===== config.mk =====
export PLATFORM = sky130hd
export DESIGN_NAME = serial_out_stage_p
export DESIGN_NICKNAME = d
export VERILOG_FILES = /design/src/rtl/serial_out_stage_p.sv
export SDC_FILE = /design/constraint.sdc
export NUM_CORES = 1
export LEC_CHECK = 0
export ABC_CLOCK_PERIOD_IN_PS = 3300
export CORE_UTILIZATION = 56
export CTS_CLUSTER_DIAMETER = 150
export DETAILED_ROUTE_END_ITERATION = 12
export HOLD_SLACK_MARGIN = 0.03
export PLACE_DENSITY = 0.8
export SYNTH_ARGS = -nofsm -noshare
export SYNTH_HDL_FRONTEND = slang
export SYNTH_SLANG_ARGS = --single-unit

===== constraint.sdc =====
create_clock -name clk_out16x -period 3.3 [get_ports clk_out16x]
set_input_delay 0.66 -clock clk_out16x [delete_from_list [all_inputs] [get_ports clk_out16x]]
set_output_delay 0.66 -clock clk_out16x [all_outputs]
set_load 0.02 [all_outputs]

===== src/rtl/serial_out_stage_p.sv =====
// Parametrised serial output stage: framed parallel word in through valid/ready,
// serialised onto one selected channel, with a one-entry pending buffer for gapless frames.
module serial_out_stage_p #(
  parameter int NUM_CH    = 8,
  parameter int DATA_W    = 128,
  parameter int CNT_W     = 16,
  parameter bit MSB_FIRST = 1'b1
) (
  input  logic              clk_out16x,
  input  logic              rst_n,
  input  logic              in_valid,
  output logic              in_ready,
  input  logic [DATA_W-1:0] data_gray,
  input  logic [NUM_CH-1:0] vld_ch,
  input  logic [CNT_W-1:0]  data_count,
  input  logic              abort,
  output logic [NUM_CH-1:0] data_out,
  output logic [NUM_CH-1:0] data_vld,
  output logic              crc_valid,
  output logic              busy,
  output logic              frame_done,
  output logic              err_frame
);

  typedef enum logic {S_IDLE = 1'b0, S_SEND = 1'b1} state_t;

  function automatic logic is_onehot(input logic [NUM_CH-1:0] v);
    return (v != {NUM_CH{1'b0}}) && ((v & (v - NUM_CH'(1))) == {NUM_CH{1'b0}});
  endfunction

  state_t              r_state;
  state_t              w_state_nxt;
  logic                r_pend_full;
  logic [DATA_W-1:0]   r_pend_data;
  logic [NUM_CH-1:0]   r_pend_ch;
  logic [CNT_W-1:0]    r_pend_len;
  logic [DATA_W-1:0]   r_shift;
  logic [NUM_CH-1:0]   r_ch;
  logic [CNT_W-1:0]    r_len;
  logic [CNT_W-1:0]    r_bit_cnt;
  logic                r_frame_done;
  logic                r_err_frame;

  logic                w_accept;
  logic                w_frame_ok;
  logic [CNT_W-1:0]    w_len_clamped;
  logic                w_last;
  logic                w_load;
  logic                w_bit;

  assign w_accept      = in_valid && in_ready;
  assign w_frame_ok    = is_onehot(vld_ch) && (data_count != {CNT_W{1'b0}});
  assign w_len_clamped = (data_count > CNT_W'(DATA_W)) ? CNT_W'(DATA_W) : data_count;
  assign w_last        = (r_state == S_SEND) && (r_bit_cnt == (r_len - CNT_W'(1)));
  // Pending frame moves to the shifter when idle or on the last bit, so frames abut
  assign w_load        = r_pend_full && ((r_state == S_IDLE) || w_last);
  assign w_bit         = MSB_FIRST ? r_shift[DATA_W-1] : r_shift[0];

  assign in_ready   = !r_pend_full;
  assign busy       = (r_state == S_SEND) || r_pend_full;
  assign frame_done = r_frame_done;
  assign err_frame  = r_err_frame;

  always_ff @(posedge clk_out16x or negedge rst_n) begin
    if (!rst_n) begin
      r_state <= S_IDLE;
    end else begin
      r_state <= w_state_nxt;
    end
  end

  always_comb begin
    w_state_nxt = r_state;
    if (abort) begin
      w_state_nxt = S_IDLE;
    end else begin
      case (r_state)
        S_IDLE:  w_state_nxt = r_pend_full ? S_SEND : S_IDLE;
        S_SEND:  w_state_nxt = (w_last && !r_pend_full) ? S_IDLE : S_SEND;
        default: w_state_nxt = S_IDLE;
      endcase
    end
  end

  always_comb begin
    data_vld = {NUM_CH{1'b0}};
    data_out = {NUM_CH{1'b0}};
    case (r_state)
      S_SEND: begin
        data_vld = r_ch;
        data_out = r_ch & {NUM_CH{w_bit}};
      end
      S_IDLE: begin
        data_vld = {NUM_CH{1'b0}};
        data_out = {NUM_CH{1'b0}};
      end
      default: begin
        data_vld = {NUM_CH{1'b0}};
        data_out = {NUM_CH{1'b0}};
      end
    endcase
  end

  assign crc_valid = |data_vld;

  always_ff @(posedge clk_out16x or negedge rst_n) begin
    if (!rst_n) begin
      r_pend_full  <= 1'b0;
      r_pend_data  <= {DATA_W{1'b0}};
      r_pend_ch    <= {NUM_CH{1'b0}};
      r_pend_len   <= {CNT_W{1'b0}};
      r_frame_done <= 1'b0;
      r_err_frame  <= 1'b0;
    end else if (abort) begin
      r_pend_full  <= 1'b0;
      r_frame_done <= 1'b0;
      r_err_frame  <= 1'b0;
    end else begin
      r_frame_done <= w_last;
      r_err_frame  <= w_accept && !w_frame_ok;
      if (w_accept && w_frame_ok) begin
        r_pend_full <= 1'b1;
        r_pend_data <= data_gray;
        r_pend_ch   <= vld_ch;
        r_pend_len  <= w_len_clamped;
      end else if (w_load) begin
        r_pend_full <= 1'b0;
      end
    end
  end

  always_ff @(posedge clk_out16x or negedge rst_n) begin
    if (!rst_n) begin
      r_shift   <= {DATA_W{1'b0}};
      r_ch      <= {NUM_CH{1'b0}};
      r_len     <= {CNT_W{1'b0}};
      r_bit_cnt <= {CNT_W{1'b0}};
    end else if (abort) begin
      r_bit_cnt <= {CNT_W{1'b0}};
    end else if (w_load) begin
      r_shift   <= r_pend_data;
      r_ch      <= r_pend_ch;
      r_len     <= r_pend_len;
      r_bit_cnt <= {CNT_W{1'b0}};
    end else if ((r_state == S_SEND) && !w_last) begin
      r_shift   <= MSB_FIRST ? (r_shift << 1) : (r_shift >> 1);
      r_bit_cnt <= r_bit_cnt + CNT_W'(1);
    end else begin
      r_bit_cnt <= r_bit_cnt;
    end
  end

endmodule


=== Word-level counts from Yosys, hierarchy flattened ===
Index checks and enable logic that the tools add are counted.

* Add/sub/neg operators: 3
* Multiplexer cells: 17
* $lt $le $gt $ge: 1
* Reduce and logical (&&, ||, !) cells: 24
* Eq/ne operators: 1
* Bitwise operators: 4

{| class="wikitable"
|+ Operators by type and width
! kind !! count
|-
| 2-to-1 mux 128 bit || 2
|-
| 2-to-1 mux 16 bit || 4
|-
| case mux 8 bit (2 select lines) || 2
|-
| adder 16 x 1 -> 16 bit (second input constant) || 1
|-
| bitwise AND 8 bit || 2
|-
| equality test 16 bit || 1
|-
| greater-than comparator 16 x 8 -> 1 bit (second input constant) || 1
|-
| nonzero test 16 bit || 1
|-
| subtractor 16 x 1 -> 16 bit (second input constant) || 1
|-
| logical AND 1 bit || 9
|-
| logical NOT 8 bit || 1
|-
| 2-to-1 mux 1 bit || 8
|-
| nonzero test 8 bit || 1
|-
| OR reduction 8 bit || 1
|-
| subtractor 8 x 1 -> 8 bit (second input constant) || 1
|-
| AND reduction 2 bit || 3
|-
| nonzero test 3 bit || 2
|-
| logical NOT 1 bit || 3
|-
| logical OR 1 bit || 2
|-
| inverter 1 bit || 2
|-
| case mux 1 bit (2 select lines) || 1
|-
| nonzero test 2 bit || 1
|}

* Logic and storage cells: 61
* Output and inout bits: 21
* Bits in registers: 324

=== Longest topological paths before layout ===
Gate-level depths: netlist (run 1).

* Depth after elaboration: 8
* Depth in mapped cells: 13

=== Worst setup path before layout (run 1) ===
No wires, ideal clock.

* Kind: in2reg
* Start point: in vld_ch[1]
* End point: reg r_pend_data[28]
* Arrival: 2875 ps
* Library setup time: 125 ps
* Stages on the path: 9
* Slack: 300 ps
* Cells stage by stage: or4_1 > or3b_1 > a21oi_1 > o211ai_1 > or2_1 > clkbuf_1 > clkbuf_1 > clkbuf_1 > mux2_2

* Cells in the longest elaborated chain, start to end: 7
* Elaborated cells between the ends (all ways): 8

{| class="wikitable"
|+ RTL lines
! item !! line !! source
|-
| start: declaration || 14 || <nowiki>input logic [NUM_CH-1:0] vld_ch,</nowiki>
|-
| subtractor 8 x 1 -> 8 bit || 28 || <nowiki>return (v != {NUM_CH{1'b0}}) && ((v & (v - NUM_CH'(1))) == {NUM_CH{1'b0}});</nowiki>
|-
| bitwise AND 8 bit || 28 ||
|-
| logical NOT 8 bit || 28 ||
|-
| logical AND 1 bit * || 28 ||
|-
| logical AND 1 bit * || 52 || <nowiki>assign w_frame_ok = is_onehot(vld_ch) && (data_count != {CNT_W{1'b0}});</nowiki>
|-
| logical AND 1 bit * || 121 || <nowiki>if (w_accept && w_frame_ok) begin</nowiki>
|-
| AND reduction 2 bit (no line) * || -- ||
|-
| end signal: assignment || 109 || <nowiki>r_pend_data <= {DATA_W{1'b0}};</nowiki>
|-
| end signal: assignment || 123 || <nowiki>r_pend_data <= data_gray;</nowiki>
|-
| end: declaration || 34 || <nowiki>logic [DATA_W-1:0] r_pend_data;</nowiki>
|}

Mark *: on every way between the ends. The rest lies on a longest branch, timed or not.
A chain may end at the register's enable or synchronous reset.

=== Worst setup path after layout (run 1) ===
* Start point: reg r_len[0]
* End point: reg r_shift[76]

* Cells in the longest elaborated chain, start to end: 7
* Elaborated cells between the ends (all ways): 10

{| class="wikitable"
|+ RTL lines
! item !! line !! source
|-
| start: declaration || 39 || <nowiki>logic [CNT_W-1:0] r_len;</nowiki>
|-
| start signal: assignment || 136 || <nowiki>r_len <= {CNT_W{1'b0}};</nowiki>
|-
| start signal: assignment || 143 || <nowiki>r_len <= r_pend_len;</nowiki>
|-
| subtractor 16 x 1 -> 16 bit * || 54 || <nowiki>assign w_last = (r_state == S_SEND) && (r_bit_cnt == (r_len - CNT_W'(1)));</nowiki>
|-
| equality test 16 bit * || 54 ||
|-
| logical AND 1 bit * || 54 ||
|-
| logical OR 1 bit / logical NOT 1 bit (equally long branches) || 56, 145 ||
|-
| logical AND 1 bit (on tied branches) || 56, 145 ||
|-
| nonzero test 2 bit (no line) || -- ||
|-
| AND reduction 2 bit (no line) || -- ||
|-
| end signal: assignment || 134 || <nowiki>r_shift <= {DATA_W{1'b0}};</nowiki>
|-
| end signal: assignment || 141 || <nowiki>r_shift <= r_pend_data;</nowiki>
|-
| end signal: assignment || 146 || <nowiki>r_shift <= MSB_FIRST ? (r_shift << 1) : (r_shift >> 1);</nowiki>
|-
| end: declaration || 37 || <nowiki>logic [DATA_W-1:0] r_shift;</nowiki>
|}

Marked as above.

==> results of run 1 <==
layout by cell type (no fill, tap or decap), types with 7 or more instances in the layout:
| cell type | instances |
|---|---|
| and2_1 | 17 |
| nor2_1 | 135 |
| and3_1 | 10 |
| dfrtp_1 | 324 |
| buf_12 | 12 |
| clkdlybuf4s50_1 | 175 |
| o21ai_0 | 150 |
| xnor2_1 | 13 |
| mux2_2 | 160 |
| clkinv_2 | 8 |
| buf_4 | 20 |
| clkbuf_8 | 8 |
| o221a_2 | 78 |
| nor3_1 | 10 |
| o41ai_1 | 7 |
| nand2_1 | 30 |
| or3_1 | 11 |
| clkbuf_16 | 36 |
| inv_1 | 7 |
| nand2b_1 | 14 |
| o221a_1 | 49 |
| nand3_1 | 8 |
how the worst min path moves through the flow:
stage              startpoint             end  slack [ps]  depth (start not counted)
2_1_floorplan           rst_n       err_frame         360                          0
6_report                rst_n   r_pend_len[2]         200                          1
3_3_place_gp   r_pend_len[12]  r_pend_len[12]         460                          1
5_1_grt                 rst_n   r_pend_len[0]         280                          1
3_5_place_dp   r_pend_len[12]  r_pend_len[12]         470                          1
4_1_cts                 rst_n   r_pend_len[2]         260                          1
flip-flops by register name, summed over array words and instances, names as in the netlist:
name	flops
err_frame	1
r_ch	8
r_pend_full	1
r_pend_data	128
r_pend_len	16
r_len	16
r_shift	128
r_pend_ch	8
r_state	1
r_bit_cnt	16
frame_done	1
critical path, cell delays in order, from the launching register on:
cell	delay (ps)
dfrtp_1	450
inv_1	90
ha_1	210
or3b_4	440
nor4_4	230
xnor2_1	160
and4_4	260
and4_4	300
buf_4	190
or2_4	180
buf_16	260
o221a_1	250
cell type report:
cell class                      instances  share of cell area (%)
Inverter                                7                   0.146
Sequential cell                       324                    45.2
Antenna cell                            2                  0.0279
Clock inverter                         14                   0.739
Multi-Input combinational cell        790                    33.6
Tap cell                              330                    2.30
Timing Repair Buffer                  213                    12.5
Clock buffer                           46                    5.50
power by group:
group          leakage [nW]  switching, W  total [W]  internal (W)
logic                  3.19      0.000475    0.00130      0.000821
clock network         0.555       0.00154    0.00380       0.00226
registers              4.15      0.000351    0.00490       0.00455
total                  7.90       0.00237     0.0100       0.00763
timing repair:
item	CTS	global route
resized for setup	1	10
cloned	0	0
setup endpoints to repair	2	108
pin swaps	0	0
cell families (layout without fill, tap and decap cells):
group           after synthesis  after routing  share of synthesized area (%)
compound gates              325            325                           17.5
xor+xnor                     19             19                           1.14
fa+ha+maj                     3              3                          0.239
buf+inv                     110            280                           3.70
flops                       324            324                           55.4
mux                         162            162                           12.4
other cells                   0              2                              0
simple gates                281            281                           9.59
metal layers:
layer	vias up	global-route usage, %	routed length (µm)
met5	-	0	12
met4	2	7.91	841
met3	61	4.92	1700
met2	280	40.9	16300
met1	5332	35.1	14100
li1	4840	-	-
through the flow:
stage | setup slack, ps | instance area, µm² | utilization (%)
CTS | 17.8 | 17900 | 70.5
finish | 183 | 17900 | 70.7
global route | 45.3 | 17900 | 70.7
detailed placement | -65.9 | 16800 | 66.1
floorplan | 300 | 14600 | -
global placement | -37.1 | 16800 | 66.1
==> flow_summary.ini, run 1 <==
[clocking]
hold_buffers = 0
cts_buffers = 34
cts_tree = yes
clock_latency_ps = 520
path_clk_slew_ps = 60
clock_sinks = 324
clockRootBuffer = clkbuf_16
h-tree-depth = 2
post_cts_buffers = 0
cts_buffer_depth = 3

[grt]
overflow = 0
grt_usage_pct = 25.5
grt_pass1_wl_mm = 54.5
antenna_found_initial = 3
grt_start_max_net_pins = 128
grt_pass1_vias = 10500

[power_and_ir_drop]
irDropWorstVdd_mv = 0.470
fin_total_pwr_w = 0.0100
power_density_mw_per_mm2 = 557
power.leakage_nw = 7.90

[sta]
tightest_slew_ps = 876
final.setup_skew_ps = 14.5
finalSetupTns_ps = 0
post-route-period-util_pct = 94.5
slew_viol_final = 0
whs_ps = 198
fmax_mhz = 321
rsz0062_at_grt = no
max-slew-margin-rel_pct = 41.6
setup_viol = 0
timing_hold_violations_final = 0
period_minus_slack_ps = 3120

[placement]
place.gp.congestion = 0.873
dp.cells = 1664
port_buffers = 176
hpwlAfterDp_mm = 20.5

[setup_path]
reg2reg_from = r_len[0]
required_ps = 3740
path_class = flip-flop to flip-flop
arrival_ps = 3560
cp-start-kind = flip-flop
reg2reg_depth = 11
cp-end-kind = flip-flop
r2r_slack_ps = 180
crit_fanout = 60
crit_end = r_shift[76]
rr_endpoint = r_shift[76]
cp-startpoint = r_len[0]

[cells_and_area]
syn2layout_area_growth_pct = 22.6
seq_area_mm2 = 0.00811
multi_input_area_mm2 = 0.00603
nets = 1528
drive_above_1_share_pct = 25.2
stdcell_count = 1726
n_fill_cell = 1823

[synth]
ys_warn_count = 0
synth_cells = 1224
ys_top_cells_by_count = 324 x dfrtp_1, 160 x mux2_2, 151 x o21ai_0
yosysTopAreaCell = dfrtp_1
yosysMostFrequentCell = dfrtp_1
synth_cell_types = 64
netlist.area_leader.share_pct = 55.4
syn_area_mm2 = 0.0146
synth_seq_area_share_pct = 55.4
dominantRegCellSynth = dfrtp_1
synth_seq_cells = 324
synth_nets = 1382
syn_avg_cell_area_um2 = 12.0
synth-edff-count = 0
synth_area_leaders = dfrtp_1 55%, mux2_2 12%, o221a_2 6.0%
synthArstFlopShare_pct = 100

[detailed_routing]
ant_nets = 0
wirelength_mm = 32.9
vias = 10500
wl_per_cell_um = 19.1
routed_via_density = 6.09
drc = 0
drt_iter0_drc = 797
drt_pass1_iterations = 5

[die]
core_area_mm2 = 0.0254
dieArea_mm2 = 0.0268
fp-row-count = 58
io-pin-count = 177
die-height_um = 164
start_util_pct = 57.7
die_x_um = 164

[run_status]
status = finished clean

[flow_run]
drv_cap = 0

[worst_hold_path]
hp-class = input pin to async pin
Note: power is estimated with default switching activity, not from simulation.
==> run 2, diff against run 1 <==
--- a/config.mk
+++ b/config.mk
@@ -5,12 +5,14 @@
 export SDC_FILE = /design/constraint.sdc
 export NUM_CORES = 1
 export LEC_CHECK = 0
+export ABC_AREA = 1
 export ABC_CLOCK_PERIOD_IN_PS = 3300
-export CORE_UTILIZATION = 56
+export CORE_UTILIZATION = 58
+export CTS_BUF_LIST = sky130_fd_sc_hd__clkbuf_8
 export CTS_CLUSTER_DIAMETER = 150
 export DETAILED_ROUTE_END_ITERATION = 12
 export HOLD_SLACK_MARGIN = 0.03
-export PLACE_DENSITY = 0.8
+export PLACE_DENSITY = 0.82
 export SYNTH_ARGS = -nofsm -noshare
 export SYNTH_HDL_FRONTEND = slang
 export SYNTH_SLANG_ARGS = --single-unit
==> run 2 against run 1 <==
Effect of this change:
- largest cell class unchanged
- via count increased by 28%
- the flow now finishes with violations (DRC)
- non-clock buffer count decreased by 12
- critical path type is now flip-flop to output pin
- combinational power decreased by 40%
- critical endpoint is now crc_valid
- sequential share of layout area decreased by 1.4 points
==> flow_summary.ini, run 2 <==
[run_status]
status = complete, but fails checks
violations = DRC

[synth]
ys_top_cells_by_count = 1198 x nand2_1, 324 x dfrtp_1, 146 x nand3_1
yosysMostFrequentCell = nand2_1
synth_area_leaders = dfrtp_1 52%, nand2_1 29%, nand3_1 4.7%
synth_nets = 2207
dominantRegCellSynth = dfrtp_1
ys_warn_count = 0
syn_avg_cell_area_um2 = 7.55
synth_cell_types = 34
synthArstFlopShare_pct = 100
syn_area_mm2 = 0.0155
synth_seq_cells = 324
synth_seq_area_share_pct = 52.4
synth_cells = 2049
yosysTopAreaCell = dfrtp_1
netlist.area_leader.share_pct = 52.4
synth-edff-count = 0

[grt]
overflow = 0
grt_pass1_wl_mm = 62.1
grt_usage_pct = 28.2
grt_start_max_net_pins = 129
antenna_found_initial = 0
grt_pass1_vias = 12900

[clocking]
cts_tree = yes
hold_buffers = 0
path_clk_slew_ps = 60
clockRootBuffer = clkbuf_8
cts_buffers = 53
h-tree-depth = 2
cts_buffer_depth = 3
clock_latency_ps = 580
clock_sinks = 324

[power_and_ir_drop]
power.leakage_nw = 10.4
internal-power_w = 0.00672
power.switching_w = 0.00218
clock_power_share_pct = 42.6
irDropWorstVdd_mv = 0.326
swShare_pct = 24.5
seq_power_share_pct = 48.6
power_density_mw_per_mm2 = 480
fin_total_pwr_w = 0.00890
combPwrFrac_pct = 8.7

[sta]
max-slew-margin-rel_pct = 15.7
rsz0062_at_grt = no
fmax_mhz = 328
timing_hold_violations_final = 0
period_minus_slack_ps = 3040
slew_viol_final = 0
post-route-period-util_pct = 92.2
finalSetupTns_ps = 0
final.setup_skew_ps = 27.8
tightest_slew_ps = 1260
setup_viol = 0

[flow_run]
drv_cap = 0

[detailed_routing]
vias = 13500
wirelength_mm = 37.2
wl_per_cell_um = 14.5
ant_nets = 0
routed_via_density = 5.24
drt_pass1_iterations = 9
drc = 22
drt_iter0_drc = 1447

[cells_and_area]
layout_common_cells = 1198 x nand2_1, 323 x dfrtp_1, 175 x clkdlybuf4s50_1
nets = 2348
biggestRegsByFlops = r_pend_data: 128 flops, r_shift: 128 flops
n_fill_cell = 2124
drive_above_1_share_pct = 5.77
n_antenna_cell = 0
seq_area_mm2 = 0.00811
final_common_cell = nand2_1
syn2layout_area_growth_pct = 19.8
multi_input_area_mm2 = 0.00639

[setup_path]
reg2reg_from = r_len[0]
r2r_slack_ps = 340
crit_end = crc_valid
cp-startpoint = r_state
crit_fanout = 12
cp-end-kind = output pin
crit_chain = nand2_1 > inv_1 > nor4_1 > nand3_1 > clkdlybuf4s50_1
worst_path_max_delay_cell = dfrtp_1
cp-start-kind = flip-flop
required_ps = 2640
rr_endpoint = r_shift[127]
cp_slowest_stage_delay_ps = 570
path_class = flip-flop to output pin
reg2reg_depth = 17
arrival_ps = 2380

[worst_hold_path]
hp-class = input pin to async pin

[die]
die-height_um = 165
io-pin-count = 177
die_x_um = 165
core_area_mm2 = 0.0261
fp-row-count = 59
dieArea_mm2 = 0.0273
start_util_pct = 59.2

[placement]
place.gp.congestion = 0.903
port_buffers = 176
hpwlAfterDp_mm = 23.2
[run 2: cell families (layout without fill, tap and decap cells)]
group                      after synthesis  count (layout)  synth area share, %
AOI/OAI and AO/OA                       52              52                 1.74
adders and majority gates                2               2                0.162
xor gates and xnor gates                32              32                 1.90
DFF                                    324             324                 52.4
and+or+nand+nor                       1455            1455                 37.5
buffers and inverters                  184             370                 6.29
[run 2: through the flow]
step                cells  hold WS [ps]  worst slack [ps]  util (%)  area, µm²
floorplan            2049           364              1010         -      15500
global placement     2470           456               353      66.2      17300
detailed placement   2470           464               176      66.2      17300
CTS                  2570           180               217      70.9      18500
global route         2570           219              56.5      70.9      18500
finish               2570           169               256      70.9      18500
[run 2: power by group through the flow]
stage	combinational, W	sequential, W	clock (W)
2_1_floorplan	0.000394	0.00435	0
3_3_place_gp	0.000764	0.00439	0
3_5_place_dp	0.000780	0.00439	0
4_1_cts	0.000784	0.00432	0.00386
5_1_grt	0.000874	0.00435	0.00408
6_report	0.000776	0.00433	0.00380
[run 2: area by class of cell]
| type | count | area share [%] |
|---|---|---|
| timing repair buffer | 201 | 11.5 |
| multi-input combinational | 1541 | 34.5 |
| inverter | 69 | 1.44 |
| clock buffer | 75 | 5.57 |
| sequential | 324 | 43.8 |
| tap | 335 | 2.26 |
| clock inverter | 25 | 0.925 |
[run 2: how the worst min path moves through the flow]
stage,cells past startpoint,end,start
after global placement,2,r_len[14],r_pend_len[14]
after CTS,1,r_shift[117],rst_n
after detailed placement,2,r_shift[0],r_pend_data[0]
after floorplan,0,err_frame,rst_n
final,1,r_ch[4],rst_n
after global routing,1,r_shift[119],rst_n
[run 2: what timing repair did]
item,in CTS,in global routing
resized for setup,0,2
endpoints found under the setup margin,0,24
buffers inserted,0,0
[run 2: layer usage]
layer	track usage (%)	wire, µm	vias up	share of wire, %
met5	0	0	-	0
met4	10.2	975	0	2.6
met3	4.20	2070	68	5.6
met2	46.4	17900	431	48
met1	38.0	16300	6365	44
li1	-	-	6599	-
[run 2: worst max-delay path: cells and delay by family, from the launching register on]
kind,cells,cell delay (ps)
DFF,1,570
and+or+nand+nor,3,600
buffers and inverters,2,630
==> run 3, diff against run 2 <==
--- a/config.mk
+++ b/config.mk
@@ -7,12 +7,14 @@
 export LEC_CHECK = 0
 export ABC_AREA = 1
 export ABC_CLOCK_PERIOD_IN_PS = 3300
-export CORE_UTILIZATION = 58
+export CORE_UTILIZATION = 64
 export CTS_BUF_LIST = sky130_fd_sc_hd__clkbuf_8
 export CTS_CLUSTER_DIAMETER = 150
 export DETAILED_ROUTE_END_ITERATION = 12
+export DONT_BUFFER_PORTS = 1
 export HOLD_SLACK_MARGIN = 0.03
-export PLACE_DENSITY = 0.82
+export PLACE_DENSITY = 0.8
+export REMOVE_ABC_BUFFERS = 1
 export SYNTH_ARGS = -nofsm -noshare
 export SYNTH_HDL_FRONTEND = slang
 export SYNTH_SLANG_ARGS = --single-unit
==> run 3 against run 2 <==
Effect of this change:
- the run ends with hold timing left
- critical path depth increased by 12
- clock skew decreased by 7.8 ps
- count of clock-buffer cells in the layout decreased by 9
- critical path type is now flip-flop to flip-flop
==> flow_summary.ini, run 3 (synthesis results as in run 2) <==
[run_status]
violations = hold timing
status = complete, but fails checks

[die]
io-pin-count = 177
die_x_um = 157
fp-row-count = 56
die-height_um = 157
dieArea_mm2 = 0.0248
start_util_pct = 65.5
core_area_mm2 = 0.0236

[sta]
rsz0062_at_grt = no
period_minus_slack_ps = 2890
fmax_mhz = 345
final.setup_skew_ps = 20.0
tightest_slew_ps = 1330
max-slew-margin-rel_pct = 11.1
timing_hold_violations_final = 126
post-route-period-util_pct = 87.7
finalWorstSetupSlack_ps = 405
setup_viol = 0
slew_viol_final = 0
whs_ps = -223

[placement]
dp_slack_ps = 338
place.gp.congestion = 0.878
port_buffers = 0
hpwlAfterDp_mm = 20.6

[power_and_ir_drop]
combPwrFrac_pct = 5.7
swShare_pct = 24.4
power.switching_w = 0.00201
fin_total_pwr_w = 0.00826
power.leakage_nw = 9.59
clock_power_share_pct = 41.9
power_density_mw_per_mm2 = 501
irDropWorstVdd_mv = 0.315
internal-power_w = 0.00624
seq_power_share_pct = 52.4

[setup_path]
r2r_slack_ps = 410
crit_fanout = 128
cp-start-kind = flip-flop
required_ps = 3820
rr_endpoint = r_shift[22]
arrival_ps = 3410
reg2reg_from = r_len[1]
path_class = flip-flop to flip-flop
cp-end-kind = flip-flop
reg2reg_depth = 17

[cells_and_area]
drive_above_1_share_pct = 5.32
biggestRegsByFlops = r_pend_data: 128 flops, r_shift: 128 flops
layout_common_cells = 1198 x nand2_1, 323 x dfrtp_1, 146 x nand3_1
final_common_cell = nand2_1
syn2layout_area_growth_pct = 6.54
nets = 2167

[clocking]
cts_buffer_depth = 3
post_cts_buffers = 0
cts_tree = yes
cts_buffers = 53
h-tree-depth = 2
clock_sinks = 324
cts_resized = 0
clockRootBuffer = clkbuf_8
path_clk_slew_ps = 60
clock_latency_ps = 590

[grt]
grt_pass1_vias = 11900
grt_usage_pct = 28.8
antenna_found_initial = 4
grt_start_max_net_pins = 325
grt_pass1_wl_mm = 57.4
overflow = 0

[flow_run]
drv_cap = 0

[detailed_routing]
drt_pass1_iterations = 5
vias = 12600
wl_per_cell_um = 14.6
wirelength_mm = 34.7
drt_iter0_drc = 1048
routed_via_density = 5.31
ant_nets = 0
drc = 0

[worst_hold_path]
hp-class = input pin to async pin
==> run 3: critical path, stage by stage (launching register included) <==
cell and delay, ps:
dfrtp_1 380, inv_1 110, ha_1 220, nand2_1 130, nor2_4 200, nand3_1 90
nand2_1 80, nand2_1 50, inv_1 40, nand2_1 50, nor2_1 120, nand2_2 130
nand2_4 160, nand2_4 170, nand2_4 130, buf_12 430, nand2_1 140, nand2_1 100
==> run 3: power groups by stage <==
stage / clock (W) / combinational (W) / sequential, W
final: 0.00346 / 0.000467 / 0.00433
after global routing: 0.00370 / 0.000551 / 0.00435
after CTS: 0.00352 / 0.000472 / 0.00432
after detailed placement: 0 / 0.000470 / 0.00439
after global placement: 0 / 0.000450 / 0.00439
after floorplan: 0 / 0.000376 / 0.00435
==> run 3: layer usage <==
metal	part of all wire, %	GRT usage, %	routed length, µm	up-vias
met1	45	39.5	15500	5974
met5	0	0	0	-
met2	48	46.9	16600	334
met4	2.0	8.92	699	0
li1	-	-	-	6249
met3	5.6	5.07	1930	51
==> run 3: worst max path at each step <==
stage | from | end | slack [ps] | depth (start not counted)
3_5_place_dp | vld_ch[0] | r_pend_data[91] | 340 | 9
2_1_floorplan | r_pend_full | r_pend_ch[0] | -5160 | 5
5_1_grt | r_len[5] | r_shift[119] | 150 | 16
3_3_place_gp | vld_ch[0] | r_pend_data[28] | 430 | 9
6_report | r_len[1] | r_shift[22] | 410 | 17
4_1_cts | r_len[5] | r_shift[22] | 420 | 16
==> run 3: area by class of cell <==
cell class	instances	area (µm²)
Clock buffer	66	908
Sequential cell	324	8110
Inverter	69	264
Fill cell	1993	7140
Clock inverter	30	159
Multi-Input combinational cell	1541	6400
Timing Repair Buffer	20	225
Antenna cell	4	10.0
Tap cell	319	399
==> run 3: metrics by stage <==
step	instance area, µm²	TNS, ps	std cells	utilization [%]
after floorplan	14700	-1151110	1934	-
after global placement	15400	0	2273	65.2
after detailed placement	15400	0	2273	65.2
after CTS	16500	0	2369	69.7
after global routing	16500	0	2373	69.8
final	16500	0	2373	69.8
